--- src/rtl/cuenta1.sv ---
// Serial ones-counter: counts the '1' bits of entrada, one bit per clock.
// The two-process FSM sequences a load / count / done run; start is an async restart.
module cuenta1 #(
  parameter int WIDTH     = 3,
  parameter int OUT_WIDTH = 4
) (
  input  logic                 clk,
  input  logic                 start,
  input  logic [WIDTH-1:0]     entrada,
  output logic [OUT_WIDTH-1:0] salida,
  output logic                 fin
);

  localparam int BC_W = $clog2(WIDTH + 1);

  typedef enum logic [1:0] {
    LOAD  = 2'd0,
    COUNT = 2'd1,
    DONE  = 2'd2
  } state_t;

  state_t               r_state;
  state_t               w_next;
  logic [WIDTH-1:0]     r_sr;
  logic [BC_W-1:0]      r_bc;
  logic [OUT_WIDTH-1:0] r_acc;

  always_ff @(posedge clk or posedge start) begin
    if (start) r_state <= LOAD;
    else       r_state <= w_next;
  end

  always_comb begin
    w_next = r_state;
    case (r_state)
      LOAD:    w_next = COUNT;
      COUNT:   if (r_bc == BC_W'(1)) w_next = DONE;
      DONE:    w_next = DONE;
      default: w_next = LOAD;
    endcase
  end

  // The bit counter tracks how many bits are still to be examined.
  always_ff @(posedge clk or posedge start) begin
    if (start) begin
      r_sr  <= '0;
      r_bc  <= '0;
      r_acc <= '0;
    end else begin
      case (r_state)
        LOAD: begin
          r_sr  <= entrada;
          r_acc <= '0;
          r_bc  <= BC_W'(WIDTH);
        end
        COUNT: begin
          r_acc <= r_acc + OUT_WIDTH'(r_sr[0]);
          r_sr  <= r_sr >> 1;
          r_bc  <= r_bc - BC_W'(1);
        end
        default: ;
      endcase
    end
  end

  assign salida = r_acc;
  assign fin    = (r_state == DONE);

endmodule

--- config.mk ---
export PLATFORM = sky130hd
export DESIGN_NAME = cuenta1
export DESIGN_NICKNAME = d
export VERILOG_FILES = /design/src/rtl/cuenta1.sv
export SDC_FILE = /design/constraint.sdc
export NUM_CORES = 1
export LEC_CHECK = 0
export ABC_CLOCK_PERIOD_IN_PS = 2400
export BUFFER_PORTS_ARGS = -buffer_cell sky130_fd_sc_hd__buf_2
export CORE_MARGIN = 1.5
export CORE_UTILIZATION = 40
export CTS_CLUSTER_SIZE = 20
export DETAILED_ROUTE_END_ITERATION = 12
export PLACE_DENSITY = 0.71
export SLEW_MARGIN = 20
export SYNTH_ARGS = -nofsm -noshare
export SYNTH_HDL_FRONTEND = slang
export SYNTH_SLANG_ARGS = --single-unit
--- constraint.sdc ---
create_clock -name clk -period 2.4 [get_ports clk]
set_input_delay 0.12 -clock clk [delete_from_list [all_inputs] [get_ports clk]]
set_output_delay 0.12 -clock clk [all_outputs]
set_load 0.01 [all_outputs]
==> metrics.md <==
| Metric | Value |
|---|---|
| Number of hold violations in the final report | `0` |
| Final std cells w/o fill | `82` |
| Final net count | `a little under 80` |
| Port Buffers | `9` |
| Initial core utilization | `0.4387` |
| Worst-case headroom to the max-slew limit | `0.5768` |
| Yosys warns | `0` |
| Die span in y | `~41 µm` |
| Master cell of the clock root buffer | `clkbuf_4` |
| Crit path arrival time | `between 1500 and 2000 ps` |
| Worst hold stages | `3` |
| Part of the power in registers | `0.570` |
| Signed area change from the synthesized netlist to the final layout | `11.47%` |
| Overall routing resource usage | `0.1315` |
| Pin count of the biggest net entering global routing | `19` |
| Worst-case vdd ir drop | `238.4 µV` |
| Fmax achieved | `between 600 and 700 MHz` |
| Post-Synth Simple-Gate Area | `0.1385` |
| Fraction of power consumed by combinational cells | `0.067` |
| Post-synthesis xor/xnor area fraction | `0` |
| Adder-cell area share of the yosys netlist | `0.1299` |
| Ratio of cells with drive above 1 in the final layout | `0.2090` |
| Final cycle utilization of the critical path | `0.6395` |
| Switching component of the power | `between 0.07 and 0.08 mW` |
| Fin Setup TNS | `0 ps` |
| Share of synthesized area occupied by flip-flops and latches | `0.4762` |
| Syn nets | `67` |
| Slowest CP cell | `ha_1` |
| Routed WL per cell | `10.41 µm` |
| Area enclosed by the die boundary | `roughly 1700 µm²` |
| Static leakage power | `approximately 0.32 nW` |
| Number of optimization iterations in the first detailed-route pass | `2` |
| Gate count after technology mapping | `between 50 and 60` |
| Maximum buffer depth of the clock tree | `2` |
| Detailed placer's ending HPWL | `between 600 and 700 µm` |
| Number of global-route vias before repair | `~310` |
| Post-layout min period | `1535 ps` |
| Biggest area contributors in the synthesized netlist | `dfrtp_1 48%, ha_1 13%, o21ai_1 6.9%, mux2i_1 5.2%, nand2_1 4.5%` |
| Reg-to-reg endpoint | `r_state[1]` |
| Cell Area, Synth | `between 500 and 600 µm²` |
| DIE WIDTH | `just over 40 µm` |
| Area of the core | `roughly 1300 µm²` |
| Avg Vias per Cell | `roughly 4.8` |
| Crit path launch type | `flop` |
| Core Rows | `13` |
| Result of the run | `complete, no violations` |
| Series of cell instances along the critical path | `inv_1 > ha_1 > nand2b_1 > nand2_1 > o21ai_1` |
| Cell accounting for the most synthesized area | `dfrtp_1` |
| Data required time at the worst endpoint | `~2600 ps` |
| Clock edge transition at the registers on the reported setup and hold paths | `roughly 70 ps` |
| Unrepaired setup endpoints after global routing | `false` |
| Gp weighted congestion | `roughly 0.67` |
| Compound-gate portion of the synthesized area | `0.1126` |
| Number of design-rule violations left by the first detailed-router iteration | `2` |
| Post-route ant nets | `0` |
| Fill cell instance count of the final layout | `about 120` |
| Residual overflow from global routing | `0` |
| Number of maximum-capacitance violations | `0` |
| Routed wire length | `854 µm` |
| Wire length of the first global-routing pass | `around 1400 µm` |
| Crit Path Category | `reg -> reg` |
| Number of cells in the design after placement | `77` |
| Netlist cell types | `19` |
| Setup slack on the worst flop-to-flop path | `just under 900 ps` |
| Combinational family with the most area after synthesis | `simple AND/OR/NAND/NOR gates` |
| Power density relative to cell area | `around 530 nW/µm²` |
| Avg Inst Size Synth | `between 10 and 15 µm²` |
| Insertion delay to the later sink of the worst-skew pair | `about 270 ps` |
| Startpoint of the most critical hold path | `entrada[2]` |
| Mux cell area share after synthesis | `0.05195` |
| Worst slew pin tran | `634.8 ps` |
| # setup viols final | `0` |
| Total I/O pin count | `10` |
| Internal cell power | `roughly 0.27 mW` |
| End point of the worst hold path | `r_sr[2]` |
| TritonCTS clock tree | `built` |
| Total clock buffers created by CTS | `3` |
| Highest cell delay on the worst timing path | `roughly 570 ps` |
| Beginning of the worst register-to-register path | `r_state[1]` |
| Antenna violations before repair | `0` |
| Worst-path maximum fanout | `18` |
| Post CTS Setup Buffer Count | `0` |
| Final setup skew | `around 4.7 ps` |
| Number of inserted diodes | `0` |
| Number of pins exceeding their max-slew limit in the final report | `0` |
| Number of levels the H-tree was split into | `1` |
| Yosys top cell area share | `0.4762` |
| Post-route DRC | `0` |
| FF-to-FF path depth | `5` |
| CP Capture Type | `flop` |
| Hold Path Class | `in -> reg` |
| Resize count post-CTS | `0` |
| Detailed-route via count | `a little under 400` |
| Clk pwr share | `0.363` |
| Switching fraction of total power | `0.2249` |
| CTS sink count | `11` |
| Flop and latch count out of synthesis | `11` |
[registers in the layout, summed over array words and instances (netlist names)]
name     cells
salida       4
r_bc         2
r_sr         3
r_state      2
[worst max-delay path, delay by kind of cell, from the launching register on]
| kind | cells | cell delay (ps) |
|---|---|---|
| flip-flops | 1 | 380 |
| AO/OA/AOI/OAI | 1 | 60 |
| adder cells (fa/ha/maj) | 1 | 570 |
| AND/OR/NAND/NOR | 2 | 320 |
| buffers and inverters | 1 | 100 |
[synth_stat cells]
cell type	n
dfrtp_1	11
o21ai_1	8
nand2_1	7
ha_1	6
inv_1	5
mux2i_1	3
a21oi_1	2
nand2b_1	2
nor2_1	2
a22o_1	1
buf_4	1
buf_6	1
buf_8	1
nand2_2	1
nand3_1	1
nor2_4	1
nor2b_1	1
nor3_1	1
o22ai_1	1
[metrics by stage]
stage	instance area (µm²)	hold slack [ps]	total power, mW	setup slack [ps]	util
2_1_floorplan	578.1	-27.56	0.2102	1279	-
5_1_grt	644.4	142.8	0.3669	628.4	0.4891
4_1_cts	644.4	96.10	0.3496	837.9	0.4891
6_report	644.4	101.8	0.3431	865.2	0.4891
3_5_place_dp	608.1	134.0	0.2215	858.1	0.4615
3_3_place_gp	608.1	129.0	0.2211	932.9	0.4615
[worst max path at each step]
| stage | from | to | depth (start not counted) |
|---|---|---|---|
| finish | r_state[1] | r_state[1] | 5 |
| global route | r_state[1] | r_state[1] | 5 |
| CTS | r_state[1] | r_state[1] | 5 |
| detailed placement | r_state[1] | r_state[1] | 5 |
| global placement | r_state[1] | r_state[0] | 5 |
| floorplan | salida[0] | salida[2] | 5 |
[power by group through the flow]
stage                     sequential, mW  clock, mW  combinational, mW
after floorplan                    0.201          0            0.00914
after global placement             0.199          0             0.0224
after detailed placement           0.199          0             0.0221
after CTS                          0.196      0.130             0.0235
after global routing               0.196      0.143             0.0274
final                              0.196      0.125             0.0229
[layout by cell type, fill, tap and decap left out, types with 2 or more instances in the layout]
cell       n
inv_1      5
nor2_1     2
dfrtp_1   11
ha_1       6
clkbuf_4   3
mux2i_1    3
nand2b_1   2
o21ai_1    8
buf_2      9
a21oi_1    2
nand2_1    7
[per-layer routing]
metal	global-route usage	part of all wire	routed length [µm]	vias up
li1	-	-	-	211
met1	0.1913	0.51	435	172
met2	0.1484	0.45	382	6
met3	0.04891	0.035	30	2
met4	0.1000	0.0070	6	0
met5	0	0	0	-
[area by class of cell]
class	count	area, µm²	share of cell area
clock buffers	4	26.28	0.04078
repair buffers	10	55.05	0.08544
inverters	5	18.77	0.02913
multi-input cells	37	250.2	0.3883
flip-flops and latches	11	275.3	0.4272
well taps	15	18.77	0.02913
[kinds of logic after synthesis]
logic type / Yosys count
muxes: 3
and+or+nand+nor: 16
buffers and inverters: 8
adders and majority gates: 6
AOI/OAI and AO/OA: 12
DFF: 11
[repair_timing]
item                       in CTS  in global routing
hold buffers                    1                  0
setup endpoints to repair       0                  0
hold endpoints to repair       11                  0
(Power assumes the default switching activity.)
